===== src/rtl/addsub_pkg.sv =====
// rtl/addsub_pkg.sv - shared mode and state encodings for the serial add/subtract unit
//
// Contents:
//   MODE_SUB / MODE_ADD : operation select values for MODE
//   state_t             : controller states ST_IDLE / ST_RUN
package addsub_pkg;

  localparam logic MODE_SUB = 1'b0;
  localparam logic MODE_ADD = 1'b1;

  typedef enum logic {
    ST_IDLE = 1'b0,
    ST_RUN  = 1'b1
  } state_t;

endpackage


===== src/rtl/addsub_slice.sv =====
// rtl/addsub_slice.sv - combinational CHUNK-bit add/subtract with borrow/carry in and out
//
// Ports:
//   a, b  in  CHUNK  operand slices
//   mode  in  1      MODE_SUB: a-b-bin, MODE_ADD: a+b+bin
//   bin   in  1      borrow-in (sub) / carry-in (add)
//   d     out CHUNK  result slice
//   bout  out 1      borrow-out (sub) / carry-out (add)
module addsub_slice
  import addsub_pkg::*;
#(
  parameter int CHUNK = 4
) (
  input  logic [CHUNK-1:0] a,
  input  logic [CHUNK-1:0] b,
  input  logic             mode,
  input  logic             bin,
  output logic [CHUNK-1:0] d,
  output logic             bout
);

  logic [CHUNK:0] sum;

  // One extra bit: for subtraction it goes to 1 exactly when a < b + bin,
  // which is the borrow; for addition it is the carry.
  always_comb begin
    sum = '0;
    if (mode == MODE_ADD)
      sum = {1'b0, a} + {1'b0, b} + {{CHUNK{1'b0}}, bin};
    else
      sum = {1'b0, a} - {1'b0, b} - {{CHUNK{1'b0}}, bin};
  end

  assign d    = sum[CHUNK-1:0];
  assign bout = sum[CHUNK];

endmodule


===== src/rtl/addsub_serial.sv =====
// rtl/addsub_serial.sv - multi-cycle WIDTH-bit add/subtract, CHUNK bits per clock, LSB first
//
// Ports:
//   CK     in  1      clock, rising edge
//   RES    in  1      asynchronous active-high reset
//   START  in  1      request, sampled only while BUSY=0
//   MODE   in  1      0 = A-B-BR_IN, 1 = A+B+BR_IN (latched with START)
//   A, B   in  WIDTH  operands (latched with START)
//   BR_IN  in  1      borrow/carry in (latched with START)
//   DIF    out WIDTH  result, updated only on completion
//   BOUT   out 1      borrow-out / carry-out
//   OVF    out 1      signed overflow
//   ZERO   out 1      DIF == 0
//   BUSY   out 1      operation in progress
//   DONE   out 1      one-cycle completion pulse
module addsub_serial
  import addsub_pkg::*;
#(
  parameter int WIDTH = 16,
  parameter int CHUNK = 4
) (
  input  logic             CK,
  input  logic             RES,
  input  logic             START,
  input  logic             MODE,
  input  logic [WIDTH-1:0] A,
  input  logic [WIDTH-1:0] B,
  input  logic             BR_IN,
  output logic [WIDTH-1:0] DIF,
  output logic             BOUT,
  output logic             OVF,
  output logic             ZERO,
  output logic             BUSY,
  output logic             DONE
);

  localparam int NCHUNK = WIDTH / CHUNK;
  localparam int CW     = (NCHUNK > 1) ? $clog2(NCHUNK) : 1;
  localparam logic [CW-1:0] K_LAST = CW'(NCHUNK - 1);

  state_t           state;
  logic [WIDTH-1:0] a_sh;
  logic [WIDTH-1:0] b_sh;
  logic [WIDTH-1:0] res_sh;
  logic             a_msb;
  logic             b_msb;
  logic             mode_q;
  logic             br_q;
  logic [CW-1:0]    k;

  logic [CHUNK-1:0] d;
  logic             bout_c;
  logic [WIDTH-1:0] res_next;
  logic             ovf_next;

  // Operands are shifted right each step, so the active chunk always sits in
  // the low CHUNK bits and the single slice instance sees chunk k.
  addsub_slice #(.CHUNK(CHUNK)) u_slice (
    .a    (a_sh[CHUNK-1:0]),
    .b    (b_sh[CHUNK-1:0]),
    .mode (mode_q),
    .bin  (br_q),
    .d    (d),
    .bout (bout_c)
  );

  // Result accumulates from the top; after NCHUNK steps chunk 0 is at the LSB.
  // Written as shifts so CHUNK == WIDTH needs no special case.
  assign res_next = (res_sh >> CHUNK) | (WIDTH'(d) << (WIDTH - CHUNK));

  // Operand sign bits are kept separately because the shift registers lose them.
  always_comb begin
    ovf_next = 1'b0;
    if (mode_q == MODE_ADD)
      ovf_next = (a_msb == b_msb) && (res_next[WIDTH-1] != a_msb);
    else
      ovf_next = (a_msb != b_msb) && (res_next[WIDTH-1] != a_msb);
  end

  always_ff @(posedge CK or posedge RES) begin
    if (RES) begin
      state  <= ST_IDLE;
      a_sh   <= '0;
      b_sh   <= '0;
      res_sh <= '0;
      a_msb  <= 1'b0;
      b_msb  <= 1'b0;
      mode_q <= MODE_SUB;
      br_q   <= 1'b0;
      k      <= '0;
      DIF    <= '0;
      BOUT   <= 1'b0;
      OVF    <= 1'b0;
      ZERO   <= 1'b1;
      BUSY   <= 1'b0;
      DONE   <= 1'b0;
    end else begin
      DONE <= 1'b0;
      case (state)
        ST_IDLE: begin
          if (START) begin
            a_sh   <= A;
            b_sh   <= B;
            a_msb  <= A[WIDTH-1];
            b_msb  <= B[WIDTH-1];
            mode_q <= MODE;
            br_q   <= BR_IN;
            k      <= '0;
            BUSY   <= 1'b1;
            state  <= ST_RUN;
          end
        end
        ST_RUN: begin
          a_sh   <= a_sh >> CHUNK;
          b_sh   <= b_sh >> CHUNK;
          res_sh <= res_next;
          br_q   <= bout_c;
          k      <= k + 1'b1;
          if (k == K_LAST) begin
            DIF   <= res_next;
            BOUT  <= bout_c;
            OVF   <= ovf_next;
            ZERO  <= (res_next == '0);
            BUSY  <= 1'b0;
            DONE  <= 1'b1;
            state <= ST_IDLE;
          end
        end
        default: state <= ST_IDLE;
      endcase
    end
  end

endmodule


===== config.mk =====
export PLATFORM = sky130hd
export DESIGN_NAME = addsub_serial
export DESIGN_NICKNAME = d
export VERILOG_FILES = /design/src/rtl/addsub_pkg.sv /design/src/rtl/addsub_slice.sv /design/src/rtl/addsub_serial.sv
export SDC_FILE = /design/constraint.sdc
export NUM_CORES = 1
export LEC_CHECK = 0
export CORE_UTILIZATION = 50
export DETAILED_ROUTE_END_ITERATION = 8
export PLACE_DENSITY_LB_ADDON = 0.08
export SLEW_MARGIN = 20
export SYNTH_ARGS = -nofsm -noshare
export SYNTH_HDL_FRONTEND = slang
export SYNTH_SLANG_ARGS = --single-unit

===== constraint.sdc =====
create_clock -name CK -period 2.9 [get_ports CK]
set_input_delay 0.725 -clock CK [delete_from_list [all_inputs] [get_ports CK]]
set_output_delay 0.725 -clock CK [all_outputs]
set_load 0.02 [all_outputs]

## After elaboration in Yosys (flattened, before gate mapping)

Cells that the tools add are included.

| storage, ports and cells | value |
|---|---|
| register bits after elaboration | 76 |
| input port bits | 37 |
| word-level logic and storage cells | 52 |

| operators by class | value |
|---|---|
| add/subtract/negate cells | 5 |
| equal/unequal tests | 6 |
| muxes and demuxes | 18 |
| bitwise logic cells | 2 |
| reduce and logical (&&, ||, !) cells | 6 |

Operator list:

| cell | count |
|---|---|
| one-hot mux 16 bit (2 select lines) | 2 |
| 2-to-1 mux 16 bit | 2 |
| zero test 16 bit | 1 |
| OR 12 x 16 -> 16 bit | 1 |
| 2-to-1 mux 1 bit | 8 |
| one-hot mux 1 bit (2 select lines) | 3 |
| AND reduction 2 bit | 3 |
| adder 4 x 4 -> 5 bit | 1 |
| adder 5 x 1 -> 5 bit | 1 |
| 2-to-1 mux 5 bit | 1 |
| subtractor 4 x 4 -> 5 bit | 1 |
| subtractor 5 x 1 -> 5 bit | 1 |
| one-hot mux 2 bit (2 select lines) | 1 |
| adder 2 x 1 -> 2 bit (second input constant) | 1 |
| == test 2 bit (second input constant) | 1 |
| logical AND 1 bit | 2 |
| 2-to-1 mux 2 bit | 1 |
| inequality test 1 bit | 2 |
| inequality test 2 x 1 -> 1 bit (second input constant) | 1 |
| inequality test 2 bit (second input constant) | 1 |
| == test 1 bit | 1 |
| NOT 1 bit | 1 |

## Logic depth before layout (Yosys ltp)

| depth | value |
|---|---|
| depth in word-level cells | 7 |
| depth in mapped cells | 9 |
| gate-level depth less buffers | 9 |

## Hierarchy

Synthesis repeated with hierarchy kept, for this count alone.

| second synthesis, totals | value |
|---|---|
| cell total of the unflattened synthesis | 275 |
| area total of the unflattened synthesis | 3412.0 µm² |

Modules (own cells, without submodules):

| module | times used | cells each | area each (µm²) |
|---|---|---|---|
| addsub_serial | 1 | 234 | 3067.9 |
| addsub_slice | 1 | 41 | 344.1 |

## Least setup slack after synthesis

Ideal clock, no wire load.

| path | value |
|---|---|
| path kind | flip-flop to flip-flop |
| start | register a_sh[0] |
| end | register OVF |
| library setup time | 0.082 ns |
| arrival time | 2.005 ns |
| setup slack | 0.813 ns |
| cell stages (with the launch flop) | 10 |
| cell sequence | dfrtp_1 > inv_1 > fa_1 > inv_1 > ha_1 > nand2_1 > a211oi_1 > nor4_4 > or3_1 > a31oi_1 |

| between the ends | value |
|---|---|
| cells in the longest elaborated chain, start to end | 7 |
| elaborated cells on any way between the ends | 10 |
| those cells by class | 4 x add/sub; 1 x eq/ne; 2 x mux; 1 x bitwise; 2 x reduce/logical |

RTL lines:

| element | RTL line | source |
|---|---|---|
| start: declaration | addsub_serial.sv:42 | `logic [WIDTH-1:0] a_sh;` |
| start signal: assignment | addsub_serial.sv:114 | `a_sh <= a_sh >> CHUNK;` |
| subtractor 4 x 4 -> 5 bit / adder 4 x 4 -> 5 bit (equally long branches) | addsub_slice.sv:31, addsub_slice.sv:29 |  |
| subtractor 5 x 1 -> 5 bit / adder 5 x 1 -> 5 bit (equally long branches) | addsub_slice.sv:31, addsub_slice.sv:29 |  |
| 2-to-1 mux 5 bit * | addsub_slice.sv:28 | `if (mode == MODE_ADD)` |
| OR 12 x 16 -> 16 bit * | addsub_serial.sv:69 | `assign res_next = (res_sh >> CHUNK) \| (WIDTH'(d) << (WIDTH - CHUNK));` |
| inequality test 1 bit * | addsub_serial.sv:75, addsub_serial.sv:77 |  |
| logical AND 1 bit (on tied branches) | addsub_serial.sv:77, addsub_serial.sv:75 |  |
| 2-to-1 mux 1 bit * | addsub_serial.sv:74 | `if (mode_q == MODE_ADD)` |
| end signal: assignment | addsub_serial.sv:122 | `OVF <= ovf_next;` |
| end: declaration | addsub_serial.sv:31 | `output logic OVF,` |

Mark *: on every way between the ends. The rest lies on a longest branch, timed or not.
A chain may end at the register's enable or synchronous reset.

## Final worst setup path

Ends and elaborated chain as after synthesis.

==> flow_summary.json <==
{
  "synth.most_common_cell": "dfrtp_1",
  "required_ns": 3.17,
  "synth_ff_type": "dfrtp_1",
  "async_flop_share_pct": 100.0,
  "drt_iter0_drc": 86,
  "period_share_pct": 76.32,
  "fp.dieW_um": 83.45,
  "pwr_density_cell_mw_per_mm2": 1066,
  "synth_commonest_cells": "71 x dfrtp_1, 34 x mux2i_1, 34 x nand2_1, 31 x o21ai_0, 25 x mux2_2",
  "io_pins": 58,
  "dieArea_mm2": 0.006964,
  "numCtsBuffers": 9,
  "grtUsageMet1_pct": 29.70,
  "yosysTopAreaCell": "dfrtp_1",
  "syn_inst": 286,
  "grt_max_degree": 77,
  "ys_seq_area_share_pct": 54.36,
  "drc": 0,
  "hpwl_mm": 4.171,
  "dp.cells": 410,
  "num_antenna_cells": 0,
  "busiest_layer": "met1",
  "grtUsageTotal_pct": 19.62,
  "clk_pin_slew_ns": 0.07,
  "wirelength_mm": 6.146,
  "syn_avg_cell_area_um2": 11.60,
  "endpoint_kind": "flip-flop",
  "routedWlPerCell_um": 14.43,
  "clock-sinks": 72,
  "rsz0062_at_grt": "no",
  "worst_pin_slew_ns": 0.6949,
  "nets": 393,
  "grt_util_met2_pct": 27.42,
  "grt_pass1_vias": 2182,
  "yosys.area.top_type_share_pct": 53.56,
  "antenna_found_initial": 0,
  "worst-setup-path-type": "reg2reg",
  "yosys.cell_types.count": 34,
  "met3_usage_pct": 3.956,
  "p_total_w": 0.004532,
  "synth_fp_nets": 335,
  "relSlewSlack_pct": 53.67,
  "drv_cap": 0,
  "critPathLaunchType": "flip-flop",
  "drive_gt1_share_pct": 15.19,
  "fmax_ghz": 0.4518,
  "fillers": 505,
  "dr.pass1.iters": 4,
  "cts_root_buf": "clkbuf_8",
  "avgViaCountPerCell": 5.242,
  "grt_pass1_wl_mm": 10.71,
  "start_util_pct": 51.94,
  "ant_nets": 0,
  "ys_seq_elements": 72,
  "cts_setup_buffers": 0,
  "critical_path.max_fanout": 5,
  "setup_tns_ns": 0,
  "min_path_type": "reg2reg",
  "ys_warn_count": 0,
  "ctsHtreeMaxLevel": 3,
  "leakagePower_nw": 1.924,
  "cts_hold_buf": 0,
  "area_growth_pct": 28.14,
  "vdd_drop_max_v": 0.0006366,
  "netlist_area_mm2": 0.003317,
  "maxSlewViolCount": 0,
  "row_count": 29,
  "final_cells": 426,
  "grt-ovfl-total": 0,
  "die_y_um": 83.45,
  "synth_enable_flop_cells": 0,
  "synthTopCellsByArea": "dfrtp_1 54%, mux2i_1 10%, mux2_2 8.5%, o21ai_0 4.7%, nand2_1 3.8%",
  "place.gp.congestion": 0.8077,
  "clock_latency_ns": 0.34,
  "portBuffers": 57,
  "cts_buffer_depth": 2,
  "cts_tree": "done",
  "period_needed_ns": 2.213,
  "hold_violations": 0,
  "vias": 2233,
  "finClkSkew_ns": 0.008662,
  "run_status": "completed",
  "cts_resized": 0,
  "arrival_ns": 2.48,
  "core_area_mm2": 0.006386,
  "setup_viol": 0
}
-- area by class of cell --
type                            count  area, um^2  area share [%]
Clock buffer                       11       141.4           3.326
Tap cell                           77       96.34           2.267
Multi-Input combinational cell    184        1395           32.82
Clock inverter                      5       128.9           3.032
Inverter                           15       56.30           1.325
Sequential cell                    72        1804           42.45
Timing Repair Buffer               62       628.1           14.78
-- flip-flops by register name, summed over array words and instances, names as in the netlist, 2 cells and up --
signal  flops
DIF        16
k           2
a_sh       16
b_sh       16
res_sh     12
-- final timing paths --
path,from,end,slack [ns],cells past startpoint
worst max register to register,a_sh[0]$_DFFE_PP0P_,OVF$_DFFE_PP0P_,0.69,9
worst max-delay path,a_sh[0]$_DFFE_PP0P_,OVF$_DFFE_PP0P_,0.69,9
min in group asynchronous,RES,a_sh[10]$_DFFE_PP0P_,0.75,2
max in group asynchronous,RES,ZERO$_DFFE_PP1P_,1.53,3
worst min-delay path,b_sh[9]$_DFFE_PP0P_,b_sh[5]$_DFFE_PP0P_,0.47,2
worst min register to register,b_sh[9]$_DFFE_PP0P_,b_sh[5]$_DFFE_PP0P_,0.47,2
-- report_power, final --
group / internal (W) / switching, W
Clock: 0.000684 / 0.000366
Combinational: 0.000878 / 0.000904
Sequential: 0.00142 / 0.000283
-- routing by layer --
metal	wire length (um)	part of all wire [%]	vias to the layer above
li1	-	-	1100
met1	3081	50	1074
met2	2668	43	48
met3	305	5.0	11
met4	91	1.5	0
met5	0	0	-
-- through the flow --
step                setup WS, ns  hold slack (ns)  area [um^2]  util [%]
global placement          0.7326           0.4578         3980     62.32
global route              0.5458           0.5091         4250     66.56
CTS                       0.6721           0.4785         4250     66.56
detailed placement        0.7088           0.4671         3980     62.32
floorplan                 0.3517           0.4492         3317         -
finish                    0.6866           0.4739         4250     66.56
-- kinds of logic (layout without fill, tap and decap cells) --
| logic type | count (synthesis) | count (layout) | synth area share, % |
|---|---|---|---|
| simple gates | 66 | 66 | 9.430 |
| flops | 72 | 72 | 54.36 |
| buf+inv | 30 | 93 | 3.583 |
| xor+xnor | 3 | 3 | 0.7923 |
| compound gates | 44 | 44 | 7.658 |
| fa+ha+maj | 12 | 12 | 5.432 |
| mux | 59 | 59 | 18.75 |
-- critical path, cell delays in order (launching register included) --
cell and delay (ns):
dfrtp_1 0.34, inv_1 0.08, fa_1 0.47, inv_1 0.08, ha_1 0.12, nand2_1 0.06, a211oi_1 0.38, nor4_4 0.10
or3_1 0.35, a31oi_1 0.16
-- cell usage in the layout, fill, tap and decap left out, drive strengths merged, types with 6 or more instances in the layout --
cell / count
dfrtp: 71
mux2: 25
o21ai: 31
clkdlybuf4s50: 56
nor2: 17
buf: 6
inv: 14
ha: 8
mux2i: 34
clkbuf: 11
nand2: 34
Power figures use the tool's default switching activity.
